<file path="src/rtl/serial_adder_pkg.sv">
// rtl/serial_adder_pkg.sv - shared FSM encoding and width limits for the bit-serial adder
package serial_adder_pkg;

  typedef enum logic [1:0] {
    IDLE = 2'd0,
    RUN  = 2'd1,
    DONE = 2'd2
  } state_t;

  localparam int WIDTH_MIN = 2;
  localparam int WIDTH_MAX = 64;

endpackage

</file>
<file path="src/rtl/fulladder.sv">
// rtl/fulladder.sv - one-bit full-adder cell
module fulladder (
  input  logic a,
  input  logic b,
  input  logic ci,
  output logic s,
  output logic co
);

  assign s  = a ^ b ^ ci;
  assign co = (a & b) | (ci & (a ^ b));

endmodule

</file>
<file path="src/rtl/serial_adder.sv">
// rtl/serial_adder.sv - bit-serial WIDTH-bit adder, LSB first, one bit per clock
// through a single full-adder cell with a registered carry.
module serial_adder
  import serial_adder_pkg::*;
#(
  parameter int WIDTH = 8
) (
  input  logic             clk,
  input  logic             rst_n,
  input  logic             in_valid,
  output logic             in_ready,
  input  logic [WIDTH-1:0] a,
  input  logic [WIDTH-1:0] b,
  input  logic             cin,
  output logic             out_valid,
  input  logic             out_ready,
  output logic [WIDTH-1:0] sum,
  output logic             cout
);

  localparam int CNT_W = $clog2(WIDTH);
  localparam logic [CNT_W-1:0] LAST = CNT_W'(WIDTH - 1);

  if (WIDTH < WIDTH_MIN || WIDTH > WIDTH_MAX) begin : g_width_check
    $error("serial_adder: WIDTH out of range");
  end

  state_t           state;
  state_t           state_next;
  logic [WIDTH-1:0] a_sr;
  logic [WIDTH-1:0] b_sr;
  logic [WIDTH-1:0] sum_sr;
  logic             carry;
  logic [CNT_W-1:0] count;
  logic             last;
  logic             fa_s;
  logic             fa_co;

  assign last = (count == LAST);

  fulladder u_fa (
    .a  (a_sr[0]),
    .b  (b_sr[0]),
    .ci (carry),
    .s  (fa_s),
    .co (fa_co)
  );

  always_ff @(posedge clk or negedge rst_n) begin
    if (!rst_n) begin
      state <= IDLE;
    end else begin
      state <= state_next;
    end
  end

  always_comb begin
    state_next = state;
    in_ready   = 1'b0;
    out_valid  = 1'b0;
    case (state)
      IDLE: begin
        in_ready = 1'b1;
        if (in_valid) state_next = RUN;
      end
      RUN: begin
        if (last) state_next = DONE;
      end
      DONE: begin
        out_valid = 1'b1;
        if (out_ready) state_next = IDLE;
      end
      default: state_next = IDLE;
    endcase
  end

  // sum/cout update only on the final RUN edge, so they hold through DONE and after.
  always_ff @(posedge clk or negedge rst_n) begin
    if (!rst_n) begin
      a_sr   <= '0;
      b_sr   <= '0;
      sum_sr <= '0;
      carry  <= 1'b0;
      count  <= '0;
      sum    <= '0;
      cout   <= 1'b0;
    end else begin
      case (state)
        IDLE: begin
          if (in_valid) begin
            a_sr  <= a;
            b_sr  <= b;
            carry <= cin;
            count <= '0;
          end
        end
        RUN: begin
          a_sr   <= {1'b0, a_sr[WIDTH-1:1]};
          b_sr   <= {1'b0, b_sr[WIDTH-1:1]};
          sum_sr <= {fa_s, sum_sr[WIDTH-1:1]};
          carry  <= fa_co;
          if (last) begin
            count <= '0;
            sum   <= {fa_s, sum_sr[WIDTH-1:1]};
            cout  <= fa_co;
          end else begin
            count <= count + 1'b1;
          end
        end
        default: ;
      endcase
    end
  end

endmodule
</file>
<file path="config.mk">
export PLATFORM = sky130hd
export DESIGN_NAME = serial_adder
export DESIGN_NICKNAME = d
export VERILOG_FILES = /design/src/rtl/serial_adder_pkg.sv /design/src/rtl/fulladder.sv /design/src/rtl/serial_adder.sv
export SDC_FILE = /design/constraint.sdc
export NUM_CORES = 1
export LEC_CHECK = 0
export BUFFER_PORTS_ARGS = -buffer_cell sky130_fd_sc_hd__buf_4
export CAP_MARGIN = 15
export CORE_UTILIZATION = 35
export CTS_CLUSTER_SIZE = 28
export DETAILED_ROUTE_END_ITERATION = 10
export PLACE_DENSITY = 0.57
export SLEW_MARGIN = 20
export SYNTH_ARGS = -nofsm -noshare
export SYNTH_HDL_FRONTEND = slang
export SYNTH_SLANG_ARGS = --single-unit
</file>
<file path="constraint.sdc">
create_clock -name clk -period 2.86 [get_ports clk]
set_input_delay 0 -clock clk [delete_from_list [all_inputs] [get_ports clk]]
set_output_delay 0 -clock clk [all_outputs]
set_load 0.02 [all_outputs]
</file>
==> results of run 1 <==
final cells by class:
class / count / area (µm²) / area share (%)
sequential: 38 / 950.9 / 44.76
multi-input combinational: 103 / 684.4 / 32.21
timing repair buffer: 38 / 302.8 / 14.25
tap: 67 / 83.83 / 3.946
clock buffer: 6 / 82.58 / 3.887
clock inverter: 2 / 12.51 / 0.5889
inverter: 2 / 7.507 / 0.3534
layer usage:
layer  global-route usage, %  vias up  part of all wire, %
met5                       0        -                    0
met4                   5.229        0                  1.3
met1                   19.86      636                   44
met3                   4.583        4                  4.9
met2                   24.00       37                   50
li1                        -      623                    -
placed cells by master, fill, tap and decap left out:
cell and n:
or2_2 1, ha_1 2, dlygate4sd3_1 7, clkbuf_8 6
nor2b_4 1, fa_1 1, inv_2 1, a22o_1 1
nand2_8 1, buf_4 31, a21o_1 1, nor2b_1 1
nor3_1 2, a22o_2 1, o31ai_1 1, nand2b_1 2
a21oi_1 16, clkinv_2 1, mux2_4 9, clkinvlp_4 1
nor4b_1 1, nand2_1 24, nor2_1 5, o22ai_1 28
o21ai_0 4, and2b_2 1, inv_1 1, dfrtp_1 38
cell usage after synthesis (all sizes together), types with 2 or more instances:
master / number
dfrtp: 38
buf: 9
nand2: 25
a21oi: 16
o21ai: 4
nand2b: 2
o22ai: 28
inv: 2
ha: 2
nor2b: 2
nor3: 2
nor2: 5
mux2: 9
a22o: 2
worst paths after layout:
check,endpoint,slack (ps),cells after the start
worst max-delay path,a_sr[5]$_DFFE_PN0P_,1170,3
min in group asynchronous,b_sr[5]$_DFFE_PN0P_,210,2
max in group asynchronous,count[0]$_DFFE_PN0P_,2310,2
worst min-delay path,carry$_DFFE_PN0P_,8,3
worst max register to register,a_sr[5]$_DFFE_PN0P_,1170,3
worst min register to register,sum_sr[1]$_DFFE_PN0N_,490,2
critical path, delay by kind of cell (launching register included):
kind	cells	cell delay, ps
and+or+nand+nor	1	720
DFF	1	530
AOI/OAI and AO/OA	2	360
registers in the layout, summed over array words and instances (netlist names):
| signal | flops |
|---|---|
| a_sr | 8 |
| sum | 8 |
| sum_sr | 7 |
| count | 3 |
| state | 2 |
| carry | 1 |
| cout | 1 |
| b_sr | 8 |
metrics by stage:
| stage | hold WS, ps | total power [W] | cell area, µm² | setup slack (ps) |
|---|---|---|---|---|
| 2_1_floorplan | -295.6 | 0.001631 | 1712 | 1487 |
| 4_1_cts | 1.057 | 0.002271 | 2125 | 1153 |
| 6_report | 7.554 | 0.002240 | 2125 | 1167 |
| 3_5_place_dp | 0.6848 | 0.001873 | 1959 | 1165 |
| 5_1_grt | 6.742 | 0.002415 | 2125 | 1001 |
| 3_3_place_gp | -11.73 | 0.001815 | 1959 | 1239 |
cell families (layout without fill, tap and decap cells):
| group | after synthesis | in the layout | share of synthesized area [%] |
|---|---|---|---|
| AOI/OAI and AO/OA | 52 | 52 | 18.06 |
| and+or+nand+nor | 39 | 39 | 11.40 |
| DFF | 38 | 38 | 55.56 |
| buffers and inverters | 12 | 48 | 4.458 |
| muxes | 9 | 9 | 7.895 |
| adders and majority gates | 3 | 3 | 2.631 |
report_power, final:
part / total [W] / internal (W) / switching, W
logic: 0.000878 / 0.000421 / 0.000456
registers: 0.000973 / 0.000783 / 0.000190
clock network: 0.000389 / 0.000194 / 0.000195
==> run summary, run 1 <==
total leakage power -> 1.003 nW
Final min period -> 1693 ps
vias in the first global route -> 1280
syn_area_per_cell -> 11.19 µm²
dpl hpwl -> 2313 µm
post-synthesis sequential area ratio -> 55.56%
router iterations before antenna repair -> 4
# fillers -> 454
num rows -> 25
setup TNS -> 0 ps
Unique masters post-synth -> 27
DR vias/cell -> 5.078
max-cap check violation count -> 0
Finish-stage setup viols -> 0
CP Capture Type -> flop
top_reg_cell synth -> dfrtp_1
Hold Vio Cnt, Final -> 0
Core Util, Final -> 44.98%
clock sink count -> 38
fin cells -> 256
CP Launch Point -> state[1]$_DFFE_PN0P_
Die Area -> 5174 µm²
Synth area leader -> dfrtp_1
RSZ-0062 raised after global routing -> false
Setup Skew -> 5.900 ps
total CTS buffers -> 5
Post-synth EDFFs -> 0
wire length per cell -> 13.67 µm
synthesized flop and latch total -> 38
cts-stage hold buffer count -> 7
CP Data Arrival Time -> 1910 ps
largest cells by area after synthesis -> dfrtp_1, o22ai_1, mux2_4
die width -> 71.93 µm
total gr overflow -> 0
Layout area overhead -> 24.12%
Gate Count Post-Synth -> 153
fraction of layout cells with a size suffix above 1 -> 28.57%
routed vias -> 1300
Final period util -> 59.21%
antenna cells -> 0
Layout Nets -> 212
worst-path cell chain -> nand2b_1 -> o22ai_1 -> a21oi_1
Post-synth ARST share -> 100.0%
CP max stage delay -> 720 ps
clock tree buffer depth -> 2
largest net degree at the start of global routing -> 39
Antenna Nets Post-Route -> 0
# DRC -> 0
Placed Instances -> 241
Syn Nets -> 177
relative slew slack -> 43.01%
clock-pin slew on the worst setup and hold paths -> 80 ps
Least-Margin Pin Slew -> 854.9 ps
Worst-Skew Late Latency -> 290 ps
critical path peak fanout -> 23
DR iter-0 viols -> 88
startpoint types -> flop
Peak Freq -> 0.5906 GHz
PD cells -> 1054 nW/µm²
H-tree depth -> 2
worst path required time -> 3080 ps
CTS resizes -> 0
initial antenna violation count -> 0
routability cong. -> 0.8206
CTS root buf -> clkbuf_8
overall global routing resource usage -> 15.15%
final wirelength -> 3499 µm
die extent in y -> 71.93 µm
crit path max-delay cell type -> nand2b_1
Initial Utilization -> 36.24%
status -> complete, no violations
first-pass GRT wire length -> 6037 µm
worst ir drop on vdd -> 437.4 µV
worst r2r src -> state[1]$_DFFE_PN0P_
IO Port Bufs -> 31
max-slew violation count -> 0
CTS tree -> done
Critical Setup Path Class -> reg2reg
Synth Cell Area -> 1712 µm²
Ports -> 32
Hold WC Path Type -> in2reg
Post-CTS Repair Setup Buffers -> 0
core area -> 4723 µm²
share of the synthesized area in the top cell type -> 55.56%
Ys Warns -> 0
HP Start -> cin
Note: power is estimated with default switching activity, not from simulation.
==> run 2, diff against run 1 <==
==> constraint.sdc (replaced) <==
create_clock -name clk -period 1.65 [get_ports clk]
set_input_delay 0 -clock clk [delete_from_list [all_inputs] [get_ports clk]]
set_output_delay 0 -clock clk [all_outputs]
set_load 0.02 [all_outputs]
==> run 2 against run 1 <==
Worst hold slack better by 7.5 ps. Utilization up 0.74 points. Design area up 1.6%. Total power grew 89%. First-iteration DRC count down 33%. Final cell count down 0.39%. Critical path type unchanged. Maximum frequency grew 15%. Die area unchanged. Sequential share of layout area is 0.73 points lower. Register-to-register slack lost 990 ps. Critical endpoint is now cout$_DFFE_PN0P_.
==> run summary, run 2 (same netlist as run 1, synthesis figures left out) <==
relative slew slack -> 68.50% (+25 points)
fin cells -> 255 (-0.39%)
Setup Skew -> 2.829 ps (-3.071 ps)
commonest non-fill, non-tap cell in the layout -> dfrtp_1
router iterations before antenna repair -> 4 (unchanged)
final worst slack -> 173.4 ps (-993.3 ps)
final wirelength -> 3482 µm (-0.49%)
Critical Setup Path Class -> reg2reg
total leakage power -> 1.024 nW (+2.1%)
die extent in y -> 71.93 µm (unchanged)
num rows -> 25 (unchanged)
Placed Instances -> 243 (+0.83%)
Ports -> 32 (unchanged)
initial antenna violation count -> 0 (unchanged)
dpl hpwl -> 2365 µm (+2.2%)
Die Area -> 5174 µm² (unchanged)
Hold Vio Cnt, Final -> 0 (unchanged)
FF-to-FF path depth -> 4 (+1)
Layout area overhead -> 26.17%
DR vias/cell -> 5.039 (-0.77%)
PD cells -> 1959 nW/µm² (+86%)
HP Start -> a[2]
Least-Margin Pin Slew -> 472.5 ps (-382.5 ps)
setup TNS -> 0 ps (unchanged)
overall global routing resource usage -> 14.94% (-0.21 points)
DR iter-0 viols -> 59 (-33%)
flop2flop setup slack -> 170 ps (-990 ps)
most frequent cell on the critical path -> ha_1
Layout Nets -> 211 (-0.47%)
clock tree buffer depth -> 2 (unchanged)
CTS root buf -> clkbuf_8
Final period util -> 89.49% (+30 points)
worst r2r src -> count[0]$_DFFE_PN0P_
most frequent cells in the layout -> dfrtp_1, buf_4, o22ai_1, nand2_1, a21oi_1
hold_ws -> 15.03 ps (+7.471 ps)
CP max stage delay -> 410 ps (-310 ps)
total CTS buffers -> 5 (unchanged)
H-tree depth -> 2 (unchanged)
wire length per cell -> 13.65 µm (about the same)
Finish-stage setup viols -> 0 (unchanged)
routed vias -> 1285 (-1.2%)
Antenna Nets Post-Route -> 0 (unchanged)
core area -> 4723 µm² (unchanged)
clock sink count -> 38 (unchanged)
WHS Endpoint -> a_sr[2]$_DFFE_PN0P_
# DRC -> 0 (unchanged)
Setup WS pre-CTS -> 137.4 ps (-1028 ps)
largest net degree at the start of global routing -> 39 (unchanged)
Worst-Skew Late Latency -> 280 ps (about the same)
worst ir drop on vdd -> 539.7 µV (+23%)
die width -> 71.93 µm (unchanged)
Peak Freq -> 0.6772 GHz (+15%)
first-pass GRT wire length -> 5982 µm (-0.91%)
biggest regs -> a_sr x8, b_sr x8, sum x8
WHS Path Cells -> 3 (unchanged)
antenna cells -> 0 (unchanged)
CP Data Arrival Time -> 1650 ps (-260 ps)
clock-pin slew on the worst setup and hold paths -> 80 ps (about the same)
vias in the first global route -> 1326 (+3.6%)
CP Capture Type -> flop
IO Port Bufs -> 31 (unchanged)
critical path peak fanout -> 10 (-57%)
Initial Utilization -> 36.24% (unchanged)
Hold WC Path Type -> in2reg
# fillers -> 464 (+2.2%)
RSZ-0062 raised after global routing -> false
Core Util, Final -> 45.72% (+0.74 points)
total gr overflow -> 0 (unchanged)
routability cong. -> 0.7407 (-9.7%)
CTS tree -> done
status -> complete, no violations
worst path required time -> 1820 ps (-1260 ps)
startpoint types -> flop
crit path max-delay cell type -> dfrtp_1
fraction of layout cells with a size suffix above 1 -> 30.32% (+1.7 points)
max-slew violation count -> 0 (unchanged)
Final min period -> 1477 ps (-216.7 ps)
worst-path cell chain -> ha_1 -> ha_1 -> nand2_8 -> mux2_4
Post-CTS Repair Setup Buffers -> 0 (unchanged)
max-cap check violation count -> 0 (unchanged)
Reg-to-Reg End -> cout$_DFFE_PN0P_
-- run 2: changes by cell type in the layout (fill, tap and decap cells not counted), sizes merged --
cell / change
dlygate4sd3: -3
buf: +2
bufinv: +2
clkinv: -1
clkinvlp: -1
-- run 2: per-stage QoR --
step,area [µm²],power (W)
global placement,1974,0.003196
CTS,2157,0.004269
finish,2160,0.004230
detailed placement,1974,0.003283
global route,2160,0.004530
floorplan,1712,0.002827
-- run 2: area by class of cell --
type / count / area (µm²) / area share [%]
clock buffer: 6 / 82.58 / 3.824
clock inverter: 2 / 60.06 / 2.781
inverter: 2 / 7.507 / 0.3476
multi-input combinational: 103 / 686.9 / 31.81
sequential: 38 / 950.9 / 44.03
tap: 67 / 83.83 / 3.882
timing repair buffer: 37 / 287.8 / 13.33
-- run 2: worst max path at each step --
stage | start | endpoint | slack (ps) | cells past startpoint
final | count[0]$_DFFE_PN0P_ | cout$_DFFE_PN0P_ | 170 | 4
after global routing | count[0]$_DFFE_PN0P_ | sum[5]$_DFFE_PN0P_ | 140 | 4
after CTS | state[1]$_DFFE_PN0P_ | a_sr[5]$_DFFE_PN0P_ | 130 | 3
after detailed placement | state[1]$_DFFE_PN0P_ | a_sr[5]$_DFFE_PN0P_ | 140 | 3
after global placement | count[0]$_DFFE_PN0P_ | sum[7]$_DFFE_PN0P_ | 240 | 4
after floorplan | count[0]$_DFFE_PN0P_ | cout$_DFFE_PN0P_ | 280 | 4
-- run 2: critical path, delay by kind of cell (launching register included) --
| family | cells | cell delay [ps] |
|---|---|---|
| multiplexers | 1 | 310 |
| adder cells (fa/ha/maj) | 2 | 480 |
| AND/OR/NAND/NOR | 1 | 160 |
| flip-flops | 1 | 410 |
-- run 2: power by group --
group | switching, W | leakage [nW] | internal (W) | total [W]
Combinational | 0.000804 | 0.493 | 0.000758 | 0.00156
Clock | 0.000330 | 0.0714 | 0.000645 | 0.000976
Sequential | 0.000335 | 0.459 | 0.00136 | 0.00169
-- run 2: layer usage --
metal	share of wire [%]	GRT usage (%)	vias to the layer above
met5	0	0	-
li1	-	-	620
met2	46	24.32	51
met1	47	19.39	604
met4	1.5	5.229	0
met3	5.7	3.889	10
-- run 2: repair_timing --
action	CTS	global route
gates resized for setup	0	1
hold buffers	4	0
endpoints found under the hold margin	41	0
endpoints found under the setup margin	0	1
==> run 3, diff against run 2 <==
--- a/config.mk
+++ b/config.mk
@@ -7,6 +7,7 @@
 export LEC_CHECK = 0
 export BUFFER_PORTS_ARGS = -buffer_cell sky130_fd_sc_hd__buf_4
 export CAP_MARGIN = 15
+export CORE_MARGIN = 4
 export CORE_UTILIZATION = 35
 export CTS_CLUSTER_SIZE = 28
 export DETAILED_ROUTE_END_ITERATION = 10
==> run 3 against run 2 <==
Setup slack better by 11 ps. Final cell count stayed put. Count of clock-buffer cells in the layout is 1 higher. Routed wire length is 1.3% higher. Global-route usage is 2.6 points lower. Critical path type unchanged.
==> run summary, run 3 (same netlist as run 1, synthesis figures left out) <==
first-pass GRT wire length -> 6044 µm (+1.0%)
status -> complete, no violations
Final period util -> 88.83% (-0.66 points)
dpl hpwl -> 2383 µm (+0.77%)
DR iter-0 viols -> 64 (+8.5%)
RSZ-0062 raised after global routing -> false
Die Area -> 6073 µm² (+17%)
clock sink count -> 38 (unchanged)
top sig layer -> met4
die width -> 77.93 µm (+8.3%)
Peak Freq -> 0.6822 GHz (+0.74%)
Buf/Inv on CP -> 0 (unchanged)
CP Data Arrival Time -> 1640 ps (about the same)
worst path required time -> 1820 ps (about the same)
Final min period -> 1466 ps (-10.83 ps)
Sequential Power Share -> 42.0% (+2.0 points)
setup TNS -> 0 ps (unchanged)
critical path peak fanout -> 10 (unchanged)
Ports -> 32 (unchanged)
clock tree buffer depth -> 2 (unchanged)
overall global routing resource usage -> 12.35% (-2.6 points)
fin cells -> 255 (unchanged)
PD cells -> 1895 nW/µm² (-3.3%)
worst r2r src -> count[0]$_DFFE_PN0P_
startpoint types -> flop
worst-path cell chain -> ha_1 -> ha_1 -> nand2_8 -> mux2_4
Hold WC Path Type -> in2reg
CP max stage delay -> 400 ps (about the same)
Reg-to-Reg End -> cout$_DFFE_PN0P_
CTS tree -> done
Metal-1 WL -> 1591 µm (-2.9%)
Finish-stage setup viols -> 0 (unchanged)
worst ir drop on vdd -> 651.7 µV (+21%)
Critical Setup Path Class -> reg2reg
vias in the first global route -> 1351 (+1.9%)
Comb power frac -> 38.9% (+2.0 points)
routed wl met2 -> 1650 µm (+3.6%)
CP Capture Type -> flop
antenna cells -> 0 (unchanged)
DR vias/cell -> 5.110 (+1.4%)
CP Launch Point -> count[0]$_DFFE_PN0P_
# DRC -> 0 (unchanged)
Setup Skew -> 2.779 ps (-0.05046 ps)
hold_ws -> 13.66 ps (-1.365 ps)
flop2flop setup slack -> 180 ps (about the same)
Core Util, Final -> 44.90% (-0.82 points)
cell family with most CP delay -> adder cells
most frequent cell on the critical path -> ha_1
die extent in y -> 77.93 µm (+8.3%)
WHS Endpoint -> a_sr[3]$_DFFE_PN0P_
Layout area overhead -> 23.90%
core area -> 4723 µm² (unchanged)
initial antenna violation count -> 0 (unchanged)
routed vias -> 1303 (+1.4%)
biggest regs -> a_sr x8, b_sr x8, sum x8
Least-Margin Pin Slew -> 524.5 ps (+52.00 ps)
total gr overflow -> 0 (unchanged)
Initial Utilization -> 36.24% (unchanged)
total leakage power -> 1.005 nW (-1.8%)
commonest non-fill, non-tap cell in the layout -> dfrtp_1
crit path max-delay cell type -> dfrtp_1
router iterations before antenna repair -> 4 (unchanged)
Hold Vio Cnt, Final -> 0 (unchanged)
most frequent cells in the layout -> dfrtp_1, buf_4, o22ai_1, nand2_1, a21oi_1
final wirelength -> 3527 µm (+1.3%)
clock-pin slew on the worst setup and hold paths -> 70 ps (about the same)
CTS resizes -> 0 (unchanged)
largest net degree at the start of global routing -> 39 (unchanged)
sw power -> 0.001450 W (-1.4%)
Worst-Skew Late Latency -> 280 ps (about the same)
IO Port Bufs -> 31 (unchanged)
# fillers -> 448 (-3.4%)
max-cap check violation count -> 0 (unchanged)
Layout Nets -> 211 (unchanged)
wire length per cell -> 13.83 µm (+1.3%)
WHS Path Cells -> 3 (unchanged)
CTS root buf -> clkbuf_8
routability cong. -> 0.7605 (+2.7%)
num rows -> 25 (unchanged)
total CTS buffers -> 5 (unchanged)
met3 wire length -> 252 µm (+27%)
H-tree depth -> 2 (unchanged)
max-slew violation count -> 0 (unchanged)
Placed Instances -> 243 (unchanged)
Sw Share -> 36.08% (+1.3 points)
FF-to-FF path depth -> 4 (unchanged)
fraction of layout cells with a size suffix above 1 -> 28.72% (-1.6 points)
internal power -> 0.002568 W (-7.0%)
share of power burned in the clock network -> 19.1% (-4.0 points)
Antenna Nets Post-Route -> 0 (unchanged)
final worst slack -> 184.2 ps (+10.83 ps)
relative slew slack -> 65.04% (-3.5 points)
HP Start -> a[3]
Setup WS pre-CTS -> 185.7 ps (+48.26 ps)
## run 3: changes by cell type in the layout (fill, tap and decap cells not counted), sizes merged
cell    before  now
clkbuf       6    7
bufinv       2    1
## run 3: per-layer routing
metal  GRT usage, %  up-vias
li1               -      614
met3          3.480        5
met4          4.545        0
met2          19.86       50
met5              0        -
met1          15.79      634
## run 3: worst max path at each step
stage	cells past startpoint	slack (ps)	to
2_1_floorplan	4	280	cout$_DFFE_PN0P_
3_3_place_gp	4	240	sum[7]$_DFFE_PN0P_
3_5_place_dp	4	190	sum[1]$_DFFE_PN0P_
4_1_cts	4	180	cout$_DFFE_PN0P_
5_1_grt	3	20	b_sr[4]$_DFFE_PN0P_
6_report	4	180	cout$_DFFE_PN0P_
## run 3: power by group through the flow
stage	clock, W	combinational (W)	sequential, W
finish	0.000767	0.00156	0.00169
floorplan	0	0.00111	0.00172
detailed placement	0	0.00157	0.00171
global placement	0	0.00152	0.00169
global route	0.000833	0.00175	0.00175
CTS	0.000785	0.00158	0.00169
## run 3: what timing repair did
action,CTS,global route
hold buffers,4,0
buffers inserted,0,0
hold endpoints to repair,41,0
## run 3: area by class of cell
class,count,area [µm²],share of cell area (%)
flip-flops and latches,38,950.9,44.84
well taps,67,83.83,3.953
clock inverters,1,30.03,1.416
repair buffers,37,287.8,13.57
multi-input cells,103,684.4,32.27
inverters,2,7.507,0.3540
clock buffers,7,76.32,3.599
## run 3: worst register-to-register path: stages, from the launching register on
cell and delay (ps):
dfrtp_1 400, ha_1 210, ha_1 270, nand2_8 160, mux2_4 320
## run 3: through the flow
step	total power, W	cell area [µm²]
floorplan	0.002827	1712
global placement	0.003205	1974
detailed placement	0.003278	1974
CTS	0.004059	2121
global route	0.004331	2121
finish	0.004018	2121
